File: src/rtl/awgn_normalizer.sv
// Leading-one normalizer: 3-stage valid/ready pipeline producing a bit-5 mantissa,
// a bit-30 mantissa and the 6-bit exponent code consumed by shiftere.
module awgn_normalizer (
  input  logic        clk,
  input  logic        rst_n,
  input  logic        in_valid,
  output logic        in_ready,
  input  logic [30:0] x_in,
  output logic        out_valid,
  input  logic        out_ready,
  output logic [30:0] e_out,
  output logic [30:0] m_full,
  output logic [5:0]  exp_f,
  output logic        zero
);

  logic        v1, v2, v3;
  logic [30:0] x1, x2;
  logic        z1, z2;
  logic [4:0]  p_enc, p2;
  logic        ld1, ld2, ld3;
  logic [30:0] e_nxt, m_nxt;
  logic [5:0]  exp_nxt;

  // A stage loads whenever it is empty or its contents move on this edge.
  assign ld3       = !v3 || out_ready;
  assign ld2       = !v2 || ld3;
  assign ld1       = !v1 || ld2;
  assign in_ready  = ld1;
  assign out_valid = v3;

  always_ff @(posedge clk) begin
    if (!rst_n) begin
      v1 <= 1'b0;
      x1 <= '0;
      z1 <= 1'b0;
    end else if (ld1) begin
      v1 <= in_valid;
      if (in_valid) begin
        x1 <= x_in;
        z1 <= (x_in == 31'd0);
      end
    end
  end

  always_comb begin
    p_enc = '0;
    for (int i = 0; i < 31; i++) begin
      if (x1[i]) p_enc = i[4:0];
    end
  end

  always_ff @(posedge clk) begin
    if (!rst_n) begin
      v2 <= 1'b0;
      x2 <= '0;
      z2 <= 1'b0;
      p2 <= '0;
    end else if (ld2) begin
      v2 <= v1;
      if (v1) begin
        x2 <= x1;
        z2 <= z1;
        p2 <= p_enc;
      end
    end
  end

  // Exponent code is 5 - p; left shift when the leading one is at or below bit 5.
  always_comb begin
    e_nxt   = '0;
    m_nxt   = '0;
    exp_nxt = '0;
    if (!z2) begin
      if (p2 <= 5'd5) e_nxt = x2 << (5'd5 - p2);
      else            e_nxt = x2 >> (p2 - 5'd5);
      m_nxt   = x2 << (5'd30 - p2);
      exp_nxt = 6'd5 - {1'b0, p2};
    end
  end

  always_ff @(posedge clk) begin
    if (!rst_n) begin
      v3     <= 1'b0;
      e_out  <= '0;
      m_full <= '0;
      exp_f  <= '0;
      zero   <= 1'b0;
    end else if (ld3) begin
      v3 <= v2;
      if (v2) begin
        e_out  <= e_nxt;
        m_full <= m_nxt;
        exp_f  <= exp_nxt;
        zero   <= z2;
      end
    end
  end

endmodule

File: config.mk
export PLATFORM = sky130hd
export DESIGN_NAME = awgn_normalizer
export DESIGN_NICKNAME = d
export VERILOG_FILES = /design/src/rtl/awgn_normalizer.sv
export SDC_FILE = /design/constraint.sdc
export NUM_CORES = 1
export LEC_CHECK = 0
export CAP_MARGIN = 20
export CORE_AREA = 5 5 212 111
export CTS_CLUSTER_DIAMETER = 40
export DETAILED_ROUTE_END_ITERATION = 6
export DIE_AREA = 0 0 217 116
export GPL_ROUTABILITY_DRIVEN = 0
export PLACE_DENSITY_LB_ADDON = 0.12
export SYNTH_ARGS = -nofsm -noshare
export SYNTH_HDL_FRONTEND = slang
export SYNTH_SLANG_ARGS = --single-unit
export TNS_END_PERCENT = 100
File: constraint.sdc
create_clock -name clk -period 9.46 [get_ports clk]
set_clock_uncertainty 0.2 [all_clocks]
set_input_delay 1.892 -clock clk [delete_from_list [all_inputs] [get_ports clk]]
set_output_delay 1.892 -clock clk [all_outputs]
set_load 0.005 [all_outputs]
==> results of run 1 <==
-- power breakdown --
| group | internal, uW | switching [uW] | total, uW | leakage (uW) |
|---|---|---|---|---|
| logic | 164 | 256 | 420 | 0.00273 |
| clock network | 519 | 273 | 792 | 0.000332 |
| registers | 610 | 39.6 | 650 | 0.00115 |
| total | 1290 | 568 | 1860 | 0.00421 |
-- per-layer routing --
| layer | up-vias | wire [um] | track usage, % |
|---|---|---|---|
| met1 | 5036 | 16500 | 44.3 |
| met3 | 63 | 6230 | 13.8 |
| met2 | 717 | 14200 | 38.3 |
| met4 | 2 | 586 | 6.14 |
| li1 | 4652 | - | - |
| met5 | - | 58 | 2.04 |
-- critical path: cells and delay by family --
family / cells / cell delay [ns]
AND/OR/NAND/NOR: 2 / 0.63
buffers and inverters: 2 / 0.91
-- Yosys cell counts, types with 13 or more instances --
master	instances	share of area (%)
mux2_2	30	3.2
inv_1	14	0.50
nand3_1	27	1.3
o21ai_0	47	2.2
dfxtp_1	141	27
a21oi_1	128	6.1
mux2i_1	68	6.5
nand2_1	228	8.1
buf_2	28	1.3
mux4_2	68	15
nor3_1	31	1.5
a32oi_1	13	1.1
a31oi_1	13	0.77
a22oi_1	22	1.6
nor4_1	17	1.0
clkbuf_1	77	2.8
nor2_1	119	4.3
-- placed cells by master (no fill, tap or decap), types with 30 or more instances in the layout --
cell | synthesis | final
a21oi_1 | 128 | 127
clkdlybuf4s50_1 | 0 | 105
dfxtp_1 | 141 | 139
mux2_2 | 30 | 30
mux2i_1 | 68 | 68
mux4_2 | 68 | 68
nand2_1 | 228 | 228
nor2_1 | 119 | 119
nor3_1 | 31 | 31
o21ai_0 | 47 | 47
-- path summary, 6_finish.rpt --
path	start	endpoint	slack, ns	depth (start not counted)
max	out_ready	in_ready	3.93	4
min	m_full[24]	m_full[24]	0.25	1
max reg2reg	p2[0]	e_out[24]	4.64	9
min reg2reg	m_full[24]	m_full[24]	0.25	1
-- flip-flops by register name (all words and copies together) (netlist names), 5 cells and up --
register / flops
e_out: 31
m_full: 31
x1: 31
x2: 31
exp_f: 6
p2: 5
-- through the flow --
step | area (um^2) | cells
CTS | 12200 | 1564
floorplan | 10500 | 1252
finish | 12200 | 1566
detailed placement | 11500 | 1532
global route | 12200 | 1566
global placement | 11500 | 1532
-- cells by family after synthesis --
group                    count (synthesis)
AND/OR/NAND/NOR                        459
AO/OA/AOI/OAI                          311
multiplexers                           176
buffers and inverters                  145
flip-flops                             141
XOR/XNOR                                15
adder cells (fa/ha/maj)                  5
-- cell type report --
| cell class | count | area, um^2 |
|---|---|---|
| fillers | 1922 | 9120 |
| multi-input cells | 966 | 7010 |
| flip-flops and latches | 141 | 2830 |
| repair buffers | 132 | 1290 |
| clock buffers | 20 | 468 |
| well taps | 280 | 350 |
| clock inverters | 12 | 230 |
| inverters | 15 | 56.3 |
==> flow_metrics.py, run 1 <==
metrics = {
    "outcome": {
        "outcome": "finished, final reports clean",
    },
    "finish": {
        "antennaDiodeCount": 0,
        "drive_gt1_share_pct": 14.5,
        "nets": 1313,
        "utilization_pct": 57.3,
        "area_growth_pct": 16.4,
    },
    "synthesis": {
        "yosys.area_share.simple_pct": 18.6,
        "seq_area_frac_synth_pct": 26.9,
        "synth_top_family_by_area": "multiplexers",
        "synth-edff-count": 0,
        "synth.distinct_cells": 72,
        "synthesis.nets": 1292,
        "synthXorXnorAreaFrac_pct": 1.79,
        "synth-main-ff-cell": "dfxtp_1",
        "synth.ff_latch_count": 141,
        "synth-compound-area-share_pct": 18.9,
        "synth_fa_ha_area_share_pct": 0.595,
        "synthCells": 1252,
        "yosysWarningCount": 0,
        "syn_avg_cell_area_um2": 8.39,
        "syn_area_um2": 10500,
        "async_flop_share_pct": 0,
        "synthMuxAreaShare_pct": 26.3,
    },
    "global_route": {
        "grt_pass1_vias": 9405,
        "grt_usage_pct": 29.6,
        "grt_overflow_total": 0,
        "grt_max_degree": 102,
        "antenna_found_initial": 0,
        "grt_pass1_wl_um": 57500,
    },
    "floorplanning": {
        "die_y_um": 116,
        "row_count": 38,
        "start_util_pct": 49.2,
        "core_um2": 21300,
        "ios": 106,
        "dieArea_um2": 25200,
        "die_x_um": 217,
    },
    "critical_path": {
        "cp.arrival_ns": 3.44,
        "slowest_stage": "clkdlybuf4s50_1",
        "worstPathCellList": "clkdlybuf4s50_1, nor2b_1, nand3_1, clkdlybuf4s50_1",
        "crit_path_frequent_cell": "clkdlybuf4s50_1",
        "cp.required_ns": 7.37,
        "cpPeakStageDelay_ns": 0.49,
        "worst-path-max-fanout": 6,
        "endpoint_kind": "output port",
        "critical_path_class": "input port to output port",
        "critPathLaunchType": "input port",
    },
    "clock_tree": {
        "cts_max_path_buffers": 2,
        "clkLatencyLatePin_ns": 0.43,
        "cts_buffers": 17,
        "clk_pin_slew_ns": 0.06,
        "cts_sinks": 141,
        "cts_resized": 0,
        "cts_tree": "yes",
        "htreeDepth": 4,
        "cts_hold_buf": 0,
        "cts_setup_buffers": 0,
        "cts_root_buffer": "clkbuf_16",
    },
    "sta": {
        "fin_crit_sh_pct": 58.4,
        "min_period_ns": 5.53,
        "max_freq_mhz": 181,
        "slew_violations": 0,
        "hold_ws_ns": 0.253,
        "rsz0062_at_grt": "no",
        "slew_headroom_pct": 23.5,
        "tightest_slew_ns": 1.14,
        "final-setup-viol-count": 0,
        "tns_ns": 0,
        "worst_slack_ns": 3.93,
        "hold_viol_final": 0,
    },
    "detailed_routing": {
        "wire_per_inst_um": 24.0,
        "via_per_inst": 6.69,
        "dr_total_vias": 10500,
        "routed_wl_um": 37600,
        "post-route-drc-count": 0,
        "ant_nets": 0,
        "drt_iter0_markers": 1687,
        "drt-pass1-iter-count": 7,
    },
    "placement": {
        "post-dp-hpwl_um": 27200,
        "place_ws_ns": 3.94,
        "numPortBuffers": 105,
    },
    "power_and_ir_drop": {
        "ir_drop_mv": 0.118,
        "power.total_uw": 1860,
        "powerDensity_nw_per_um2": 152,
        "p_leak_uw": 0.00421,
    },
    "worst_hold_path": {
        "hold_path.class": "flip-flop to flip-flop",
    },
    "flow_run": {
        "maxCapViolCount": 0,
    },
}
Power figures use the tool's default switching activity.
==> run 2, diff against run 1 <==
==> constraint.sdc (replaced) <==
create_clock -name clk -period 5.5 [get_ports clk]
set_clock_uncertainty 0.2 [all_clocks]
set_input_delay 1.1 -clock clk [delete_from_list [all_inputs] [get_ports clk]]
set_output_delay 1.1 -clock clk [all_outputs]
set_load 0.005 [all_outputs]
==> run 2 against run 1 <==
Compared with the run above:
- the flow now finishes with violations (design-rule violations)
- critical path depth is 4 higher
- die area unchanged
- total power up 67%
- wire length up 3.4%
- global-route usage increased by 0.93 points
- hold slack improved by 0.0023 ns
- flip-flop and latch count stayed put
- largest power group unchanged
- combinational power up 77%
- core utilization fell by 0.14 points
- setup slack worse by 2.7 ns
- largest cell class unchanged
==> flow_metrics.py, run 2 (synthesis results as in run 1) <==
metrics = {
    "outcome": {
        "outcome": "finished, violations left",
        "violations": "design-rule violations",
    },
    "flow_run": {
        "maxCapViolCount": 0,
    },
    "placement": {
        "numPortBuffers": 105,
        "place_ws_ns": 1.42,
        "place_area_um2": 11500,
        "post-dp-hpwl_um": 28300,
        "placed_cells": 1536,
    },
    "clock_tree": {
        "cts_tree": "yes",
        "cts_sinks": 141,
        "clkLatencyLatePin_ns": 0.45,
        "cts_buffers": 17,
        "cts_resized": 0,
        "cts_hold_buf": 0,
        "htreeDepth": 4,
        "clk_pin_slew_ns": 0.06,
        "cts_max_path_buffers": 2,
        "cts_root_buffer": "clkbuf_16",
        "cts_setup_buffers": 0,
    },
    "finish": {
        "drive_gt1_share_pct": 14.9,
        "nets": 1318,
        "stdcell_area_um2": 12200,
        "n_fill_cell": 1932,
        "final_common_cell": "nand2_1",
        "mostFrequentLayoutCells": "nand2_1 (228), dfxtp_1 (139), a21oi_1 (127), nor2_1 (119), clkdlybuf4s50_1 (105)",
        "area_growth_pct": 16.1,
        "finalNonFillerCells": 1572,
    },
    "critical_path": {
        "critPathLaunchType": "flip-flop",
        "r2r_start": "p2[0]",
        "worst-path-max-fanout": 72,
        "worstPathCellList": "inv_2, ha_4, mux4_2, nor2_1, nor3_1, o21ai_0, nand3_1, a32o_1",
        "cp.required_ns": 5.69,
        "cp-startpoint": "p2[0]",
        "critical_path_class": "flip-flop to flip-flop",
        "worst_r2r_path_depth": 8,
        "slowest_stage": "ha_4",
        "crit_end": "e_out[9]",
        "cp.arrival_ns": 4.48,
        "endpoint_kind": "flip-flop",
        "cpPeakStageDelay_ns": 1.06,
        "r2r-end": "e_out[9]",
        "r2r_slack_ns": 1.21,
    },
    "worst_hold_path": {
        "hold_path_depth": 2,
        "hold_path.class": "flip-flop to flip-flop",
    },
    "floorplanning": {
        "die_x_um": 217,
        "ios": 106,
        "die_y_um": 116,
        "row_count": 38,
        "dieArea_um2": 25200,
        "start_util_pct": 49.2,
        "core_um2": 21300,
    },
    "detailed_routing": {
        "ant_nets": 0,
        "route.met3.wl_um": 6430,
        "routed_wl_um": 38900,
        "post-route-drc-count": 16,
        "drt_iter0_markers": 1623,
        "routed.top_layer": "met5",
        "wire_per_inst_um": 24.7,
        "route.met2.wl_um": 14500,
        "drt-pass1-iter-count": 7,
        "via_per_inst": 6.71,
        "wl_met1_um": 17300,
        "dr_total_vias": 10500,
    },
    "sta": {
        "max_freq_mhz": 233,
        "fin_crit_sh_pct": 78.0,
        "slew_violations": 0,
        "worst_slack_ns": 1.21,
        "tightest_slew_ns": 1.13,
        "rsz0062_at_grt": "no",
        "min_period_ns": 4.29,
        "final-setup-viol-count": 0,
        "hold_viol_final": 0,
        "slew_headroom_pct": 23.0,
        "tns_ns": 0,
    },
    "global_route": {
        "grt_pass1_vias": 9415,
        "grt_max_degree": 73,
        "grt_usage_pct": 30.6,
        "grt_overflow_total": 0,
        "antenna_found_initial": 0,
        "grt_pass1_wl_um": 58800,
    },
    "power_and_ir_drop": {
        "powerDensity_nw_per_um2": 254,
        "power.total_uw": 3100,
        "ir_drop_mv": 0.194,
        "p_leak_uw": 0.00420,
    },
}
[run 2: how the worst min path moves through the flow]
stage	startpoint	end	slack, ns
5_1_grt	z1	z2	0.27
3_5_place_dp	e_out[29]	e_out[29]	0.24
4_1_cts	z1	z2	0.26
3_3_place_gp	m_full[24]	m_full[24]	0.24
6_report	m_full[22]	m_full[22]	0.26
2_1_floorplan	x1[0]	x2[0]	0.23
[run 2: critical path: cells and delay by family (launching register included)]
family,cells,cell delay [ns]
adders and majority gates,1,1.06
and+or+nand+nor,3,0.96
DFF,1,0.70
AOI/OAI and AO/OA,2,0.48
muxes,1,0.43
buffers and inverters,1,0.33
[run 2: cell type report]
class	instances	area, um^2	area share [%]
Multi-Input combinational cell	966	7010	57.4
Sequential cell	141	2830	23.2
Timing Repair Buffer	137	1330	10.9
Clock buffer	19	453	3.71
Tap cell	280	350	2.87
Clock inverter	13	175	1.44
Inverter	15	56.3	0.461
Antenna cell	1	2.50	0.0205
[run 2: power by group]
group / internal [uW] / switching (uW) / total [uW]
clock: 747 / 502 / 1250
sequential: 1050 / 63.2 / 1110
combinational: 289 / 453 / 742
[run 2: through the flow]
stage / hold slack (ns) / utilization [%]
global placement: 0.235 / 53.9
finish: 0.256 / 57.2
CTS: 0.256 / 56.9
floorplan: 0.232 / -
detailed placement: 0.242 / 53.9
global route: 0.274 / 57.1
[run 2: layer usage]
| layer | GRT usage [%] | vias to the layer above |
|---|---|---|
| met3 | 15.6 | 63 |
| met5 | 2.96 | - |
| met2 | 38.9 | 722 |
| li1 | - | 4669 |
| met4 | 6.52 | 2 |
| met1 | 45.2 | 5092 |
